**src/rtl/layer_sequencer.sv**
```systemverilog
// Fully-connected layer sequencer: streams input/weight word pairs from the banked
// memory into the MAC datapath per output neuron and writes each activated result back.
module layer_sequencer #(
   parameter int RD_LAT = 1
) (
   input  logic        clock,
   input  logic        reset,
   input  logic        start,
   input  logic [3:0]  cfg_in_sector,
   input  logic [3:0]  cfg_w_base,
   input  logic [3:0]  cfg_out_sector,
   input  logic [4:0]  cfg_n_in,
   input  logic [4:0]  cfg_n_out,
   output logic [3:0]  read_add_1,
   output logic [3:0]  read_add_2,
   output logic [3:0]  read_sector_selector_1,
   output logic [3:0]  read_sector_selector_2,
   output logic        mac_en,
   output logic        mac_first,
   output logic        mac_last,
   input  logic        res_valid,
   input  logic [15:0] res_data,
   output logic        res_ready,
   output logic        write_enable,
   output logic [3:0]  sector_write_select,
   output logic [3:0]  write_address,
   output logic [15:0] data_write,
   output logic        busy,
   output logic        done
);
   // state    | meaning
   // IDLE     | waiting for start, config not latched
   // READ     | issuing operand address pair k of neuron o
   // DRAIN    | read pipeline emptying, last addresses held
   // WAIT_RES | res_ready high, waiting for the activation result
   // WRITE    | writing the result of neuron o to the output sector
   // DONE     | one-cycle done pulse
   localparam logic [2:0] IDLE     = 3'd0;
   localparam logic [2:0] READ     = 3'd1;
   localparam logic [2:0] DRAIN    = 3'd2;
   localparam logic [2:0] WAIT_RES = 3'd3;
   localparam logic [2:0] WRITE    = 3'd4;
   localparam logic [2:0] DONE     = 3'd5;
   localparam int DCW = $clog2(RD_LAT + 1);

   logic [2:0]        state;
   logic [3:0]        in_sector, w_base, out_sector;
   logic [4:0]        n_in, n_out, o, k;
   logic [DCW-1:0]    drain_cnt;
   logic [3:0]        rd_addr, rd_sec1, rd_sec2;
   logic [15:0]       res_q;
   logic [RD_LAT-1:0] v_pipe, f_pipe, l_pipe;
   logic              issue, k_last;

   function automatic logic [4:0] sat16(input logic [4:0] v);
      return (v > 5'd16) ? 5'd16 : v;
   endfunction

   assign issue  = (state == READ);
   assign k_last = (k == n_in - 5'd1);

   always_ff @(posedge clock) begin
      if (reset) begin
         state      <= IDLE;
         in_sector  <= '0;
         w_base     <= '0;
         out_sector <= '0;
         n_in       <= '0;
         n_out      <= '0;
         o          <= '0;
         k          <= '0;
         drain_cnt  <= '0;
         rd_addr    <= '0;
         rd_sec1    <= '0;
         rd_sec2    <= '0;
         res_q      <= '0;
      end else begin
         case (state)
            IDLE: begin
               if (start) begin
                  in_sector  <= cfg_in_sector;
                  w_base     <= cfg_w_base;
                  out_sector <= cfg_out_sector;
                  n_in       <= sat16(cfg_n_in);
                  n_out      <= sat16(cfg_n_out);
                  o          <= '0;
                  k          <= '0;
                  if (cfg_n_in == 5'd0 || cfg_n_out == 5'd0) begin
                     state <= DONE;
                  end else begin
                     state   <= READ;
                     rd_addr <= '0;
                     rd_sec1 <= cfg_in_sector;
                     rd_sec2 <= cfg_w_base;
                  end
               end
            end
            READ: begin
               if (k_last) begin
                  k         <= '0;
                  drain_cnt <= DCW'(RD_LAT - 1);
                  state     <= DRAIN;
               end else begin
                  k       <= k + 5'd1;
                  rd_addr <= k[3:0] + 4'd1;
               end
            end
            DRAIN: begin
               if (drain_cnt == '0) state <= WAIT_RES;
               else                 drain_cnt <= drain_cnt - 1'b1;
            end
            WAIT_RES: begin
               if (res_valid) begin
                  res_q <= res_data;
                  state <= WRITE;
               end
            end
            WRITE: begin
               if (o == n_out - 5'd1) begin
                  state <= DONE;
               end else begin
                  // weight sector of the next neuron wraps modulo 16
                  o       <= o + 5'd1;
                  k       <= '0;
                  rd_addr <= '0;
                  rd_sec2 <= w_base + o[3:0] + 4'd1;
                  state   <= READ;
               end
            end
            DONE:    state <= IDLE;
            default: state <= IDLE;
         endcase
      end
   end

   // Issue tags travel alongside the memory read so they line up with read data.
   always_ff @(posedge clock) begin
      if (reset) begin
         v_pipe <= '0;
         f_pipe <= '0;
         l_pipe <= '0;
      end else begin
         v_pipe[0] <= issue;
         f_pipe[0] <= issue && (k == 5'd0);
         l_pipe[0] <= issue && k_last;
         for (int i = 1; i < RD_LAT; i++) begin
            v_pipe[i] <= v_pipe[i-1];
            f_pipe[i] <= f_pipe[i-1];
            l_pipe[i] <= l_pipe[i-1];
         end
      end
   end

   assign read_add_1             = rd_addr;
   assign read_add_2             = rd_addr;
   assign read_sector_selector_1 = rd_sec1;
   assign read_sector_selector_2 = rd_sec2;
   assign mac_en                 = v_pipe[RD_LAT-1];
   assign mac_first              = f_pipe[RD_LAT-1];
   assign mac_last               = l_pipe[RD_LAT-1];
   assign res_ready              = (state == WAIT_RES);
   assign write_enable           = (state == WRITE);
   assign sector_write_select    = (state == WRITE) ? out_sector : 4'd0;
   assign write_address          = (state == WRITE) ? o[3:0] : 4'd0;
   assign data_write             = (state == WRITE) ? res_q : 16'd0;
   assign busy                   = (state != IDLE);
   assign done                   = (state == DONE);
endmodule

```
**config.mk**
```make
export PLATFORM = sky130hd
export DESIGN_NAME = layer_sequencer
export DESIGN_NICKNAME = d
export VERILOG_FILES = /design/src/rtl/layer_sequencer.sv
export SDC_FILE = /design/constraint.sdc
export NUM_CORES = 1
export LEC_CHECK = 0
export CAP_MARGIN = 30
export CORE_ASPECT_RATIO = 1.1
export CORE_MARGIN = 5
export CORE_UTILIZATION = 48
export DETAILED_ROUTE_END_ITERATION = 12
export PLACE_DENSITY = 0.9
export SLEW_MARGIN = 20
export SYNTH_ARGS = -nofsm -noshare
export SYNTH_HDL_FRONTEND = slang
export SYNTH_SLANG_ARGS = --single-unit
```
**constraint.sdc**
```tcl
create_clock -name clock -period 2.6 [get_ports clock]
set_input_delay 0.52 -clock clock [delete_from_list [all_inputs] [get_ports clock]]
set_output_delay 0.52 -clock clock [all_outputs]
set_load 0.02 [all_outputs]
```
# After elaboration in Yosys (flattened, before gate mapping)
# Index checks and enable logic that the tools add are counted.
[totals]
register_bits = 63
output_inout_bits = 47
[op_classes]
mux = 30
order_cmp = 2
n_reduce_logical = 20
n_bitwise = 1
eq_ne = 14
addsub = 8
[op_table]
columns = ["cell", "count"]
rows = [
  ["4-bit 2-to-1 mux", 9],
  ["5-bit 2-to-1 mux", 6],
  ["3-bit 2-to-1 mux", 6],
  ["16-bit 2-to-1 mux", 1],
  ["5-bit logical NOT", 3],
  ["3-bit case mux with 5 select lines", 1],
  ["5-bit case mux with 3 select lines", 1],
  ["2-bit inequality test (second input constant)", 6],
  ["4-bit case mux with 3 select lines", 1],
  ["5-bit by 1-bit adder with 5-bit output (second input constant)", 2],
  ["5-bit equality test", 2],
  ["5-bit > comparator (second input constant)", 2],
  ["5-bit case mux with 2 select lines", 1],
  ["5-bit by 1-bit subtractor with 5-bit output (second input constant)", 2],
  ["3-bit AND reduction", 3],
  ["4-bit by 1-bit adder with 4-bit output (second input constant)", 2],
  ["4-bit case mux with 2 select lines", 1],
  ["4-bit AND reduction", 2],
  ["3-bit by 2-bit equality test with 1-bit output (second input constant)", 2],
  ["3-bit equality test (second input constant)", 2],
  ["2-bit AND reduction", 3],
  ["3-bit nonzero test", 2],
  ["5-bit AND reduction", 1],
  ["4-bit adder", 1],
  ["10 further kinds", 13],
]

# Longest topological paths before layout
[depth]
depth_word = 5
depth_mapped = 8
depth_no_buf = 7

# Worst setup path after synthesis
# Ideal clock, no wire load.
[synth_timing]
kind = "input to register"
startpoint = "input port cfg_n_out[0]"
endpoint = "register rd_sec2[1], in the netlist read_sector_selector_2[1]"
cell_stages = 6
required_ns = 2.521
setup_slack_ns = 0.708
t_arrival_ns = 1.813
path_buffers = 1
cell_sequence = "or4_4 > o22ai_4 > nand2_1 > and3_1 > buf_6 > a211oi_2"
[synth_between]
elab_chain_len = 4
[synth_rtl]
columns = ["item", "line", "source"]
rows = [
  ["start: declaration", "13", "input logic [4:0] cfg_n_out,"],
  ["5-bit logical NOT", "88", "if (cfg_n_in == 5'd0 || cfg_n_out == 5'd0) begin"],
  ["1-bit logical OR", "88", ""],
  ["2-bit inequality test (no source line)", "--", ""],
  ["4-bit AND reduction (no source line)", "--", ""],
  ["end signal: assignment", "94", "rd_sec2 <= cfg_w_base;"],
  ["end signal: assignment", "126", "rd_sec2 <= w_base + o[3:0] + 4'd1;"],
  ["end: declaration", "50", "logic [3:0] rd_addr, rd_sec1, rd_sec2;"],
]
# No other way between the ends.
# A chain may end at the register's enable or synchronous reset.

# Worst setup path after layout
[layout_timing]
startpoint = "register state[1]"
endpoint = "output port data_write[0]"
[layout_between]
elab_chain_len = 2
[layout_rtl]
columns = ["item", "line", "source"]
rows = [
  ["start: declaration", "46", "logic [2:0] state;"],
  ["start signal: assignment", "64", "state <= IDLE;"],
  ["start signal: assignment", "89", "state <= DONE;"],
  ["start signal: assignment", "91", "state <= READ;"],
  ["3-bit equality test", "165", "assign data_write = (state == WRITE) ? res_q : 16'd0;"],
  ["16-bit 2-to-1 mux", "165", ""],
  ["end: declaration", "27", "output logic [15:0] data_write,"],
]
# No other way between the ends.

==> flow_summary_export.csv <==
group,metric,value,unit
outcome,outcome,"completed",
sta,min_period,2.483,ns
sta,final_max_slew_viol_count,0,
critical_path,cp_data_required_time,2.08,ns
placed_design,finalWeightedCongestion,0.7999,
flow_run,cap_viol_max_count,0,
critical_path,worstSetupStartpointType,"flip-flop",
yosys,post-synth-top-count-cell,"sky130_fd_sc_hd__nand2_1",
power,power.leakage,1.817,nW
yosys,syn_inst,391,
placed_design,dpl.hpwl,6008,µm
yosys,ys_types,51,
clock_tree,tritoncts,"built",
global_route,antenna_found_initial,0,
clock_tree,clock_edge_transition_at_the_registers_on_the_reported_setup_and_hold_paths,0.07,ns
clock_tree,insertion_delay,0.35,ns
route,route.detailed.drc,0,
clock_tree,cts_setup_buffers,0,
sta,final.period_utilization,95.49,%
clock_tree,clk_path_buf_depth,2,
floorplanning,die-height,95.43,µm
yosys,ys_top_cells_by_area,"sky130_fd_sc_hd__dfxtp_1 39%, sky130_fd_sc_hd__nand2_1 8.0%, sky130_fd_sc_hd__a21oi_1 7.1%",
cells_and_area,diodes,0,
route,detail_route.iter0.violations,200,
global_route,vias_in_the_first_global_route,2936,
yosys,synthFlopType,"sky130_fd_sc_hd__dfxtp_1",
yosys,synth.cell_area,3184,µm²
cells_and_area,ff_latch_area,1242,µm²
sta,worst_slew_margin_rel,54.94,%
sta,hold-worst-slack,0.4535,ns
yosys,synthDominantCellAreaShare,38.98,%
cells_and_area,total_area_of_multi_input_combinational_cells,1754,µm²
sta,final_hold_viol_count,0,
cells_and_area,share_of_layout_cells_above_drive_strength_1,8.559,%
clock_tree,clockRootBuffer,"sky130_fd_sc_hd__clkbuf_8",
sta,worstMarginPinSlew,0.6702,ns
global_route,grt_overflow_total,0,
route,wl_per_cell,14.71,µm
yosys,synthesis.yosys.warnings,0,
floorplanning,die_w,87.66,µm
floorplanning,initial_utilization,48.87,%
sta,setup_tns,0,ns
global_route,gr-usage-all-layers,20.57,%
route,first_pass_iters,5,
clock_tree,number_of_levels_in_the_clock_h_tree,3,
floorplanning,fp.coreArea,6516,µm²
cells_and_area,num-fill-cells,509,
placed_design,place_area,4116,µm²
route,finalWirelength,8255,µm
yosys,synthArstFlopShare,0,%
critical_path,worstPathMaxFanout,18,
route,via_per_inst,5.547,
yosys,synth_seq_area_share,38.98,%
critical_path,timing_worst_setup_path_type,"reg2out",
floorplanning,floorplan.die_area,8365,µm²
global_route,global_route_wire_length_before_repair,13560,µm
sta,finalSetupViolCount,0,
floorplanning,top_level_ports,89,
yosys,synthesis.nets,442,
yosys,ys_top_cells_by_count,"68 x sky130_fd_sc_hd__nand2_1, 62 x sky130_fd_sc_hd__dfxtp_1, 45 x sky130_fd_sc_hd__a21oi_1",
power,irDropWorstVdd,332.8,µV
yosys,synth_edf_count,0,
global_route,grt_max_degree,32,
cells_and_area,finalNetCount,525,
critical_path,worst_setup_path_end_kind,"output pin",
yosys,post_synth.cell_area_avg,8.144,µm²
floorplanning,rows,31,
sta,final.setup.worst_slack,0.1173,ns
route,final_antenna_net_count,0,
clock_tree,cts_made_buffers,9,
sta,fmax,402.8,MHz
yosys,post-synth-top-area-cell,"sky130_fd_sc_hd__dfxtp_1",
cells_and_area,stdcell_area,4342,µm²
route,vias,3112,
placed_design,portBuffers,88,
clock_tree,cts.sinks,62,
critical_path,worstPathArrival,1.96,ns
min_path,hold_path.class,"reg2reg",
cells_and_area,area_growth_synth_to_finish,36.35,%
placed_design,placement.setup.worst_slack,0.2156,ns
yosys,ys_seq_elements,62,
power,power_per_cell_area,494.2,nW/µm²
sta,finClkSkew,0.006999,ns
sta,rsz0062_at_grt,"no",
[cell usage in the layout (no fill, tap or decap), drive strengths merged, types with 4 or more instances in the layout]
master / count
nor2b: 4
nand2b: 7
and3: 27
xor2: 5
or4: 5
nand3: 13
nand3b: 8
nand2: 68
dfxtp: 62
ha: 8
nor2: 17
a31oi: 5
clkdlybuf4s50: 77
xnor2: 10
mux2i: 9
dlymetal6s2s: 10
a21oi: 45
inv: 14
o21ai: 14
clkbuf: 9
buf: 13
nor3: 7
[cell type report]
class                   count  share of cell area [%]
inverters                  14                   1.210
repair buffers            100                   22.82
clock buffers               9                   2.853
multi-input cells         287                   40.40
well taps                  82                   2.363
flip-flops and latches     62                   28.62
clock inverters             7                   1.729
[per-stage QoR]
stage	util, %	std cells	total power [W]
after floorplan	-	391	0.001188
after global placement	63.17	545	0.001316
after detailed placement	63.17	545	0.001326
after CTS	66.23	561	0.002153
after global routing	66.63	561	0.002237
final	66.63	561	0.002146
[report_power, final]
part	leakage (nW)	switching (W)	internal [W]
registers	0.504	0.0000248	0.000980
logic	1.22	0.000151	0.000152
clock network	0.0914	0.000396	0.000443
[repair_timing]
item | CTS | global route
gates resized for setup | 0 | 11
hold buffers | 0 | 0
endpoints found under the hold margin | 0 | 0
setup endpoints to repair | 0 | 18
[state kept, by name, summed over array words and instances, names as in the netlist, 3 cells and up]
signal / flops
res_q: 16
k: 5
n_in: 5
n_out: 5
o: 5
out_sector: 4
read_add_1: 4
read_sector_selector_1: 4
read_sector_selector_2: 4
w_base: 4
state: 3
[final timing paths]
kind / from / to / depth (start not counted) / slack [ns]
setup / recovery: state[1] / data_write[0] / 4 / 0.12
hold / removal: out_sector[1] / out_sector[1] / 2 / 0.45
setup reg to reg: n_out[0] / read_sector_selector_2[2] / 7 / 0.48
hold reg to reg: out_sector[1] / out_sector[1] / 2 / 0.45
[worst max-delay path, stage by stage, from the launching register on]
cell and delay (ns):
sky130_fd_sc_hd__dfxtp_1 0.42, sky130_fd_sc_hd__nor2_1 0.19, sky130_fd_sc_hd__buf_4 0.23, sky130_fd_sc_hd__and3_1 0.17, sky130_fd_sc_hd__clkdlybuf4s50_1 0.61
[per-layer routing]
metal  global-route usage [%]  wire (µm)  share of wire (%)
met3                    8.211        737                8.9
met4                    6.905        134                1.6
met1                    27.24       3700                 45
met5                        0          0                  0
met2                    30.40       3683                 45
[kinds of logic (layout without fill, tap and decap cells)]
group | after synthesis | count (layout) | share of synthesized area (%)
and+or+nand+nor | 163 | 163 | 26.09
AOI/OAI and AO/OA | 91 | 91 | 18.27
DFF | 62 | 62 | 38.98
buffers and inverters | 42 | 130 | 5.933
xor gates and xnor gates | 15 | 15 | 4.126
adders and majority gates | 9 | 9 | 3.772
muxes | 9 | 9 | 2.829
Note: power is estimated with default switching activity, not from simulation.
